[src/rtl/fc_output_collector.sv]
// fc_output_collector
// Collects finished neuron results from the FC MAC kernel into a per-layer
// buffer indexed by neuron id. It can apply ReLU and records a ReLU derivative
// mask for backprop. Once every neuron has been written, it streams the layer
// in neuron order over valid/ready and then rearms for the next sample.
//
// Ports
//   clk, rst        clock; asynchronous active-low reset
//   act_i, id_i     activation / neuron id from the kernel, qualified by valid_i
//   ready_i         downstream accepts data_o this cycle
//   mask_addr_i     ReLU-mask read address; mask_o follows one cycle later
//   clear_err_i     clears the sticky error flags
//   data_o, idx_o   streamed activation and its neuron index, qualified by valid_o
//   last_o          marks the final element of the stream
//   mask_o          registered ReLU derivative of neuron mask_addr_i
//   drop_err_o      sticky: a write arrived while draining
//   id_err_o        sticky: a write used an out-of-range id
//   dup_err_o       sticky: one id was written twice in one fill

`ifndef PREC
`define PREC 18
`endif

module fc_output_collector #(
  parameter int unsigned N_NEURONS = 10,
  parameter int unsigned ID_WIDTH  = 4,
  parameter bit          RELU_EN   = 1'b1
) (
  input  logic                       clk,
  input  logic                       rst,
  input  logic signed [`PREC-1:0]    act_i,
  input  logic        [ID_WIDTH-1:0] id_i,
  input  logic                       valid_i,
  input  logic                       ready_i,
  input  logic        [ID_WIDTH-1:0] mask_addr_i,
  input  logic                       clear_err_i,
  output logic signed [`PREC-1:0]    data_o,
  output logic        [ID_WIDTH-1:0] idx_o,
  output logic                       valid_o,
  output logic                       last_o,
  output logic                       mask_o,
  output logic                       drop_err_o,
  output logic                       id_err_o,
  output logic                       dup_err_o
);

  localparam int unsigned PREC_W = `PREC;
  localparam int unsigned PTR_W  = (N_NEURONS <= 1) ? 1 : $clog2(N_NEURONS);
  localparam int unsigned CNT_W  = $clog2(N_NEURONS + 1);

  typedef enum logic {S_FILL, S_DRAIN} state_t;

  state_t state_q, state_d;

  logic signed [PREC_W-1:0] mem_q [N_NEURONS];
  logic [N_NEURONS-1:0]     written_q;
  logic [N_NEURONS-1:0]     mask_q;
  logic [CNT_W-1:0]         fill_cnt_q;
  logic [PTR_W-1:0]         rd_ptr_q;

  logic                     id_ok_c;
  logic [PTR_W-1:0]         wr_addr_c;
  logic                     fill_full_c;
  logic                     hs_c;
  logic                     at_end_c;
  logic [PTR_W-1:0]         rd_nxt_c;

  logic                     wr_en_c;
  logic                     dup_c;
  logic                     drop_c;
  logic                     bad_id_c;
  logic                     load_first_c;
  logic                     advance_c;
  logic                     finish_c;
  logic signed [PREC_W-1:0] store_val_c;
  logic                     store_mask_c;
  logic                     mask_rd_c;

  assign id_ok_c     = 32'(id_i) < N_NEURONS;
  assign wr_addr_c   = PTR_W'(id_i);
  assign fill_full_c = (fill_cnt_q == CNT_W'(N_NEURONS));
  assign hs_c        = valid_o && ready_i;
  assign at_end_c    = (rd_ptr_q == PTR_W'(N_NEURONS - 1));
  assign rd_nxt_c    = rd_ptr_q + PTR_W'(1);

  // State register
  always_ff @(posedge clk or negedge rst) begin
    if (!rst) state_q <= S_FILL;
    else      state_q <= state_d;
  end

  // Next-state: leave FILL one edge after the count is full; return on the last handshake
  always_comb begin
    state_d = state_q;
    case (state_q)
      S_FILL:  if (fill_full_c)      state_d = S_DRAIN;
      S_DRAIN: if (hs_c && at_end_c) state_d = S_FILL;
      default: state_d = S_FILL;
    endcase
  end

  // Control decode and ReLU datapath
  always_comb begin
    wr_en_c      = 1'b0;
    dup_c        = 1'b0;
    drop_c       = 1'b0;
    bad_id_c     = 1'b0;
    load_first_c = 1'b0;
    advance_c    = 1'b0;
    finish_c     = 1'b0;
    store_val_c  = act_i;
    store_mask_c = 1'b1;
    mask_rd_c    = 1'b0;

    bad_id_c = valid_i && !id_ok_c;
    case (state_q)
      S_FILL: begin
        wr_en_c      = valid_i && id_ok_c;
        dup_c        = wr_en_c && written_q[wr_addr_c];
        load_first_c = fill_full_c;
      end
      S_DRAIN: begin
        drop_c    = valid_i;
        advance_c = hs_c && !at_end_c;
        finish_c  = hs_c && at_end_c;
      end
      default: ;
    endcase

    if (RELU_EN) begin
      if (act_i[PREC_W-1]) store_val_c = '0;
      store_mask_c = !act_i[PREC_W-1] && (act_i != '0);
    end

    // Out-of-range mask addresses read as zero
    if (32'(mask_addr_i) < N_NEURONS) mask_rd_c = mask_q[PTR_W'(mask_addr_i)];
  end

  // Activation buffer; contents only reach data_o after a complete fill
  always_ff @(posedge clk) begin
    if (wr_en_c) mem_q[wr_addr_c] <= store_val_c;
  end

  // Fill bookkeeping, stream registers, mask and sticky flags
  always_ff @(posedge clk or negedge rst) begin
    if (!rst) begin
      written_q  <= '0;
      mask_q     <= '0;
      fill_cnt_q <= '0;
      rd_ptr_q   <= '0;
      data_o     <= '0;
      idx_o      <= '0;
      valid_o    <= 1'b0;
      last_o     <= 1'b0;
      mask_o     <= 1'b0;
      drop_err_o <= 1'b0;
      id_err_o   <= 1'b0;
      dup_err_o  <= 1'b0;
    end else begin
      if (wr_en_c) begin
        written_q[wr_addr_c] <= 1'b1;
        mask_q[wr_addr_c]    <= store_mask_c;
      end

      if (finish_c) begin
        written_q  <= '0;
        fill_cnt_q <= '0;
      end else if (wr_en_c && !dup_c) begin
        fill_cnt_q <= fill_cnt_q + CNT_W'(1);
      end

      if (load_first_c) begin
        rd_ptr_q <= '0;
        data_o   <= mem_q[0];
        idx_o    <= '0;
        valid_o  <= 1'b1;
        last_o   <= (N_NEURONS == 1);
      end else if (advance_c) begin
        // Prefetch the next element on the handshake edge for one beat per cycle
        rd_ptr_q <= rd_nxt_c;
        data_o   <= mem_q[rd_nxt_c];
        idx_o    <= ID_WIDTH'(rd_nxt_c);
        last_o   <= (rd_nxt_c == PTR_W'(N_NEURONS - 1));
      end else if (finish_c) begin
        valid_o  <= 1'b0;
        last_o   <= 1'b0;
      end

      mask_o <= mask_rd_c;

      // A same-cycle error event overrides the clear
      drop_err_o <= drop_c   || (drop_err_o && !clear_err_i);
      id_err_o   <= bad_id_c || (id_err_o   && !clear_err_i);
      dup_err_o  <= dup_c    || (dup_err_o  && !clear_err_i);
    end
  end

endmodule

[config.mk]
export PLATFORM = sky130hd
export DESIGN_NAME = fc_output_collector
export DESIGN_NICKNAME = d
export VERILOG_FILES = /design/src/rtl/fc_output_collector.sv
export SDC_FILE = /design/constraint.sdc
export NUM_CORES = 1
export LEC_CHECK = 0
export ABC_AREA = 1
export ABC_CLOCK_PERIOD_IN_PS = 2600
export BUFFER_PORTS_ARGS = -buffer_cell sky130_fd_sc_hd__clkbuf_2
export CAP_MARGIN = 20
export CORE_ASPECT_RATIO = 1.2
export CORE_MARGIN = 2
export CORE_UTILIZATION = 61
export DETAILED_ROUTE_END_ITERATION = 7
export PLACE_DENSITY = 0.8
export SETUP_SLACK_MARGIN = 0.4
export SYNTH_ARGS = -nofsm -noshare
export SYNTH_HDL_FRONTEND = slang
export SYNTH_SLANG_ARGS = --single-unit
[constraint.sdc]
create_clock -name clk -period 2.6 [get_ports clk]
set_clock_uncertainty 0.2 [all_clocks]
set_input_delay 0.26 -clock clk [delete_from_list [all_inputs] [get_ports clk]]
set_output_delay 0.26 -clock clk [all_outputs]
set_load 0.01 [all_outputs]
# == Yosys cells after proc, flatten, opt, wreduce, memory -nomap -nowiden ==
# Memories as Yosys holds them, arrays and structs flattened.
# Index checks and enable logic that the tools add are counted.
# totals
register_bits,53
mem_bits_rw,170
inputBits,31
n_memories,1
# memory_table
name,depth,width,read_ports,rd_ports_with_merged_regs,write_ports,line_no,rtl
mem_q,10,17,2,0,1,55,logic signed [PREC_W-1:0] mem_q [N_NEURONS];
# op_classes
n_addsub,2
n_lt_le_gt_ge,5
n_eq_ne,4
muxes,33
bitwise_logic,2
n_reduce_logical,27
# ops
operator,count
2-to-1 mux 18 bit,2
2-to-1 mux 10 bit,2
2-to-1 mux 1 bit,19
nonzero test 18 bit,1
2-to-1 mux 17 bit,1
2-to-1 mux 4 bit,4
== test 4 bit (second input constant),3
logical AND 1 bit,12
bitwise mux 10 bit,1
less-than comparator 4 x 5 -> 1 bit (second input constant),2
bitwise OR 10 bit,1
adder 4 x 1 -> 4 bit (second input constant),2
binary-select mux 1 bit (select 4 bit),2
less-than comparator 4 bit (second input constant),2
nonzero test 2 bit,4
logical NOT 1 bit,5
demux 1 bit (select 4 bit),1
>= comparator 4 x 1 -> 1 bit (second input constant),1
logical OR 1 bit,3
nonzero test 3 bit,1
inequality test 2 bit (second input constant),1
one-hot mux 1 bit (2 select lines),1
AND reduction 2 bit,1
NOT 1 bit,1

# == Depth between registers and ports, before layout ==
# Gate-level depths: netlist (run 1).
# logic_depth
word_depth,8
depth_mapped,14
mapped_depth_nobuf,10

# == Worst setup path after synthesis (run 1) ==
# No wires, ideal clock.
# synth_path
path_type,register to register
from,register rd_ptr_q[0]
to,register data_o[7]
setup_ns,0.117
arrival_ns,1.901
required_ns,2.283
setup_slack_ns,0.382
path_stages_with_launch,15
n_path_buf,4
period_less_slack_ns,2.218
cell_sequence,dfrtp_1 -> buf_6 -> inv_2 -> buf_2 -> ha_1 -> buf_2 -> inv_2 -> buf_2 -> nor2_1 -> o21ai_0 -> nand3_1 -> nand3_1 -> nand2_1 -> nand2_1 -> nand2_1
# synth_between
elab_chain_len,5
elab_cells_between_ends,9
# synth_rtl
item,line_no,rtl
from (decl),59,logic [PTR_W-1:0] rd_ptr_q;
from (signal assigned),180,rd_ptr_q <= rd_nxt_c;
"parallel branches: the longest is 5 deep, another holds memory (10 x 17 bit)",--,
to (signal assigned),174,data_o <= mem_q[0];
to (signal assigned),181,data_o <= mem_q[rd_nxt_c];
to (decl),37,"output logic signed [`PREC-1:0] data_o,"
# Several ways; the timed one is not identified. The select of a mux whose other input is x is not followed.
# A chain may end at the register's enable or synchronous reset.

==> metrics.md, run 1 <==
| Metric | Value |
|---|---|
| Core ar. | `0.0156 sq mm` |
| Final ANT Viol Nets | `0` |
| Input/output buffers | `57` |
| CP delay by family, top | `buffers and inverters` |
| Share of the synthesized area in the top cell type | `0.526` |
| Root Driver | `clkbuf_16` |
| First-pass GRT wire length | `35,600 um` |
| CTS HTree Levels | `1` |
| RD Place Congestion | `0.885` |
| Number of flops mapped to enable cells by yosys | `170` |
| GRT busiest layer | `met2` |
| TritonCTS Buffers | `21` |
| Post-synthesis cell area | `0.00970 sq mm` |
| CTS tree | `built` |
| Final setup fails | `0` |
| TNS Setup | `0 ps` |
| Share of cells above drive strength 1 | `0.136` |
| Count leader, synth | `nand2_1` |
| Hold path depth | `3` |
| Setup WS post-layout | `481 ps` |
| Yosys warns | `0` |
| Register area share after synthesis | `0.660` |
| Routed wire length | `23,000 um` |
| DR vias/cell | `5.71` |
| Max_slew headroom | `0.457` |
| Synth Register Bits | `222` |
| Startpoint Class | `register` |
| GRT met3 Usage | `0.0385` |
| Final worst path period need | `2120 ps` |
| Crit. End Element | `output pin` |
| Pwr dens | `1090 mW/mm^2` |
| CP bufs+invs | `3` |
| Max_cap viols | `0` |
| Crit-path cells | `buf_4 -> buf_6 -> clkbuf_2` |
| Crit-path max FO | `53` |
| GR Util met1 | `0.350` |
| Reg-to-reg critical path startpoint | `rd_ptr_q[1]` |
| Worst hold path type | `in2reg` |
| Area leader, netlist | `edfxtp_1` |
| CP max stage cell | `dfrtp_2` |
| CP Data Arrival Time | `1660 ps` |
| Area grow syn2layout | `13.0%` |
| Vias | `7,003` |
| Slew Limit Fails | `0` |
| Number of global-route vias before repair | `6,914` |
| Hold EP | `mem_q[8][6]` |
| Worst VDD drop | `0.646 mV` |
| Largest net degree at the start of global routing | `71` |
| Post-synth top cells | `190 x nand2_1, 170 x edfxtp_1, 149 x nor2_1, 83 x inv_1, 77 x nand3_1` |
| DP Area | `0.0102 sq mm` |
| Syn Nets | `969` |
| CP Data Required Time | `2140 ps` |
| DRC violations left | `0` |
| Tot GR Track Use | `0.274` |
| WHS | `43.0 ps` |
| Setup Buffers After CTS | `0` |
| Sinks on Clock Net | `222` |
| Critical Path Stages | `3` |
| Clock-pin slew on the worst setup and hold paths | `60 ps` |
| Fin. Hold Viols | `0` |
| CTS max path bufs | `3` |
| Critical setup path kind | `reg2out` |
| Pre-CTS setup slack | `521 ps` |
| Top_reg_cell synth | `edfxtp_1` |
| Hold_sp | `act_i[6]` |
| Initial Util | `0.623` |
| Num rows | `50` |
| Total grt overflow | `0` |
| Detailed Route Iter0 Violations | `715` |
| Nets | `1,040` |
| Fin crit share | `0.815` |
| Clk Latency, worst-skew pair | `490 ps` |
| Detailed-placement wirelength estimate | `13,600 um` |
| Die width | `119 um` |
| Synth unique cells | `37` |
| Die Span Y | `142 um` |
| Worst path max stage delay | `360 ps` |
| Design area | `0.0110 sq mm` |
| Outcome | `complete, no violations` |
| Synth area leaders | `edfxtp_1 53%, dfrtp_1 13%, nand2_1 7.3%` |
| Initial DRT Pass Iterations | `5` |
| Total die area | `0.0169 sq mm` |
| Ant. Diodes | `0` |
| Asr flop ratio synth | `0.234` |
| Peak Freq | `0.472 GHz` |
| Path depth of the worst reg2reg path | `10` |
| IO Count | `59` |
| Avg Cell Area, Syn | `10.4 sq um` |
| Static Leakage | `4.67 nW` |
| Initial antenna violation count | `0` |
| Reg2Reg Setup Slack | `520 ps` |
| GRT met2 Usage | `0.469` |
| FF-to-FF End | `data_o[0]` |
| Unrepaired setup endpoints after global routing | `yes` |
| Worst-Margin Slew | `811 ps` |
| DR WL/cell | `18.7 um` |
| Gate Count Post-Synth | `933` |
[sequential cells by signal (all words and copies together) (netlist names)]
name / count
written_q: 10
mem_q: 170
mask_q: 10
last_o: 1
dup_err_o: 1
fill_cnt_q: 4
valid_o: 1
drop_err_o: 1
id_err_o: 1
rd_ptr_q: 4
mask_o: 1
data_o: 17
state_q: 1
[how the worst max path moves through the flow]
stage / start / to / slack [ps]
3_5_place_dp: rd_ptr_q[1] / data_o[0] / 520
2_1_floorplan: rd_ptr_q[0] / data_o[7] / 420
3_3_place_gp: id_i[1] / mem_q[0][13] / 530
6_report: rd_ptr_q[0] / idx_o[0] / 480
5_1_grt: rd_ptr_q[1] / data_o[0] / 390
4_1_cts: rd_ptr_q[1] / data_o[0] / 480
[power breakdown]
| part | switching, W | internal (W) |
|---|---|---|
| sequential | 0.000234 | 0.00416 |
| clock | 0.00123 | 0.00181 |
| combinational | 0.00296 | 0.00152 |
| total | 0.00443 | 0.00749 |
[through the flow]
stage / total power, W / utilization / std cells
floorplan: 0.00775 / - / 933
global placement: 0.00863 / 0.654 / 1181
detailed placement: 0.00876 / 0.654 / 1181
CTS: 0.0118 / 0.703 / 1226
global route: 0.0126 / 0.704 / 1226
finish: 0.0119 / 0.704 / 1226
[timing repair]
item                                    in CTS  in global routing
hold buffers                                 8                  0
gates resized for setup                      1                  5
endpoints found under the setup margin       1                 10
endpoints found under the hold margin       26                  0
[layout by cell type (no fill, tap or decap), types with 7 or more instances in the layout]
| master | n |
|---|---|
| dfrtp_1 | 51 |
| o21ai_0 | 51 |
| clkbuf_2 | 57 |
| buf_4 | 16 |
| edfxtp_1 | 170 |
| a21oi_1 | 20 |
| clkbuf_16 | 21 |
| dlygate4sd3_1 | 8 |
| nor2_1 | 149 |
| nand3_1 | 77 |
| nand4_1 | 7 |
| o21ai_1 | 45 |
| inv_1 | 83 |
| nand2_1 | 190 |
[worst min-delay path: stages]
cell      delay, ps
clkbuf_2         90
inv_1            50
nor2_1          120
[layer usage]
layer  part of all wire  routed length (um)  up-vias
li1                   -                   -     3253
met1               0.39                8990     3307
met2               0.49               11300      379
met3              0.081                1860       64
met4              0.034                 779        0
met5                  0                   0        -
[kinds of logic after synthesis]
logic type / after synthesis / synth area share
fa+ha+maj: 5 / 0.00645
other cells: 1 / 0.000386
simple gates: 444 / 0.196
buf+inv: 133 / 0.0661
xor+xnor: 3 / 0.00348
compound gates: 125 / 0.0669
flops: 222 / 0.660
[final cells by class]
type | instances | area [sq um]
Clock inverter | 10 | 125
Sequential cell | 222 | 6410
Inverter | 93 | 358
Timing Repair Buffer | 88 | 591
Fill cell | 1060 | 4610
Clock buffer | 27 | 558
Multi-Input combinational cell | 578 | 2670
Tap cell | 208 | 260
Note: power is estimated with default switching activity, not from simulation.
==> inputs of run 2 (changes only) <==
ABC_CLOCK_PERIOD_IN_PS = 1950   (was 2600)
clock period = 1.95 ns   (was 2.6 ns; I/O delays follow)
==> run 2 against run 1 <==
- the flow now finishes with violations (negative hold slack, negative setup slack)
- highest routed layer unchanged
- wire length is 47% higher
- clock power is 40% higher
- cell count is 10% higher
- total power is 61% higher
- setup slack worse by 690 ps
- worst hold slack worse by 44 ps
- final area is 19% higher
==> metrics.md, run 2 (synthesis gave the netlist of run 1 again) <==
| Metric | Value |
|---|---|
| Fillers | `713 (-33%)` |
| Clk Latency, worst-skew pair | `530 ps (+40 ps)` |
| Fin. Hold Viols | `2 (+2)` |
| DR WL/cell | `24.9 um (+33%)` |
| Non-Filler Instances | `1,350 (+10%)` |
| First-pass GRT wire length | `46,200 um (+30%)` |
| Top flop regs | `mem_q (170), data_o (17)` |
| Root Driver | `clkbuf_16` |
| Peak Freq | `0.464 GHz` |
| Tot Pwr | `0.0192 W (+61%)` |
| RD Place Congestion | `0.907 (+2.5%)` |
| CTS tree | `built` |
| Share of cells above drive strength 1 | `0.266 (+0.131)` |
| Worst-Margin Slew | `744 ps (-67.1 ps)` |
| Ant. Diodes | `0 (unchanged)` |
| DP Area | `0.0108 sq mm (+5.7%)` |
| Critical setup path kind | `reg2reg` |
| Commonest non-fill, non-tap cells in the layout | `179 x nand2_1, 170 x edfxtp_1, 129 x nor2_1` |
| Sinks on Clock Net | `222 (unchanged)` |
| Final ANT Viol Nets | `0 (unchanged)` |
| CP Data Required Time | `2150 ps (about the same)` |
| Worst VDD drop | `1.01 mV (+57%)` |
| TNS Setup | `-1310 ps (-1310 ps)` |
| Detailed-placement wirelength estimate | `15,500 um (+14%)` |
| GRT met2 Usage | `0.656 (+0.187)` |
| Most common cell after layout, fill and taps aside | `nand2_1` |
| IO Count | `59 (unchanged)` |
| CP most frequent cell | `nand2_1` |
| Largest register FFs | `170 (unchanged)` |
| Initial antenna violation count | `0 (unchanged)` |
| CTS HTree Levels | `1 (unchanged)` |
| Design area | `0.0130 sq mm (+19%)` |
| CTS max path bufs | `3 (unchanged)` |
| Routed wire length | `33,600 um (+47%)` |
| Initial Util | `0.623 (unchanged)` |
| Unrepaired setup endpoints after global routing | `yes` |
| Nets | `1,162 (+12%)` |
| Core ar. | `0.0156 sq mm (unchanged)` |
| Top reg by flops | `mem_q` |
| Pwr dens | `1480 mW/mm^2 (+36%)` |
| GR Util met1 | `0.433 (+0.0832)` |
| DR vias/cell | `6.27 (+9.8%)` |
| Number of global-route vias before repair | `8,063 (+17%)` |
| TritonCTS Buffers | `22 (+4.8%)` |
| WHS | `-0.496 ps (-43.5 ps)` |
| Detailed Route Iter0 Violations | `1,474 (+110%)` |
| Largest net degree at the start of global routing | `45 (-37%)` |
| Static Leakage | `5.48 nW (+17%)` |
| Total die area | `0.0169 sq mm (unchanged)` |
| Startpoint Class | `register` |
| Final setup fails | `15 (+15)` |
| CP Data Arrival Time | `2350 ps (+690 ps)` |
| Total grt overflow | `0 (unchanged)` |
| Final worst path period need | `2150 ps` |
| Failing checks | `negative hold slack, negative setup slack` |
| DRC violations left | `0 (unchanged)` |
| Max_slew headroom | `0.502 (+0.0449)` |
| Crit-path cells | `inv_2 -> ha_4 -> buf_6 -> nor2_1 -> o21ai_1 -> nand3_1 -> nand3_1 -> nand2_1 -> nand2_1 -> nand2_1` |
| Input/output buffers | `57 (unchanged)` |
| Crit. End Element | `register` |
| Setup WS post-layout | `-205 ps (-686 ps)` |
| Slew Limit Fails | `0 (unchanged)` |
| Num rows | `50 (unchanged)` |
| Vias | `8,468 (+21%)` |
| Worst hold path type | `in2async` |
| Clock-pin slew on the worst setup and hold paths | `70 ps (about the same)` |
| Fin crit share | `1.10` |
| CP max stage cell | `dfrtp_2` |
| Cell Count Post-Placement | `1,214 (+2.8%)` |
| Initial DRT Pass Iterations | `6 (+1)` |
| Crit-path max FO | `11 (-79%)` |
| GRT busiest layer | `met2` |
| Area grow syn2layout | `34.1%` |
| Tot GR Track Use | `0.368 (+0.0936)` |
| GRT met3 Usage | `0.0565 (+0.0180)` |
| Outcome | `finished, violations left` |
| Worst path max stage delay | `450 ps (+90 ps)` |
| Die Span Y | `142 um (unchanged)` |
| Die width | `119 um (unchanged)` |
| Max_cap viols | `0 (unchanged)` |
-- run 2: repair_timing --
item | 4_1_cts | 5_1_grt
gates resized for setup | 57 | 82
pin swaps | 7 | 25
hold buffers | 20 | 0
gates cloned | 11 | 4
buffers inserted | 44 | 18
hold endpoints to repair | 163 | 0
setup endpoints to repair | 218 | 224
-- run 2: routing by layer --
layer,share of wire,up-vias
met3,0.12,236
met4,0.084,0
met5,0,-
met2,0.49,785
li1,-,3506
met1,0.31,3941
-- run 2: stage by stage --
stage	worst slack, ps	utilization
global route	-233	0.836
detailed placement	-0.872	0.691
global placement	80.6	0.691
CTS	24.3	0.806
finish	-205	0.836
floorplan	-18.2	-
-- run 2: power by group --
part           internal (W)  switching (W)  leakage, nW  total [W]
clock               0.00243        0.00184        0.335    0.00427
sequential          0.00556       0.000400         2.22    0.00596
combinational       0.00367        0.00533         2.93    0.00900
-- run 2: worst max-delay path, delay by kind of cell (launching register included) --
| family | cells | cell delay (ps) |
|---|---|---|
| AND/OR/NAND/NOR | 6 | 610 |
| buffers and inverters | 2 | 290 |
| adder cells (fa/ha/maj) | 1 | 350 |
| flip-flops | 1 | 450 |
| AO/OA/AOI/OAI | 1 | 130 |
-- run 2: path summary, 6_finish.rpt --
kind,depth (start not counted),slack [ps],to,from
hold / removal,2,-0.5,data_o[14],rst
max in group asynchronous,3,930,data_o[5],rst
min in group clk,5,20,mask_o,mask_addr_i[0]
setup / recovery,10,-200,data_o[16],rd_ptr_q[1]
hold reg to reg,2,290,mask_q[4],mask_q[4]
setup reg to reg,10,-200,data_o[16],rd_ptr_q[1]
-- run 2: final cells by class --
type	count	area [sq um]	share of cell area
sequential	222	6410	0.493
clock buffer	31	606	0.0465
clock inverter	9	92.6	0.00711
multi-input combinational	578	2940	0.226
timing repair buffer	209	2290	0.176
inverter	93	417	0.0320
tap	208	260	0.0200
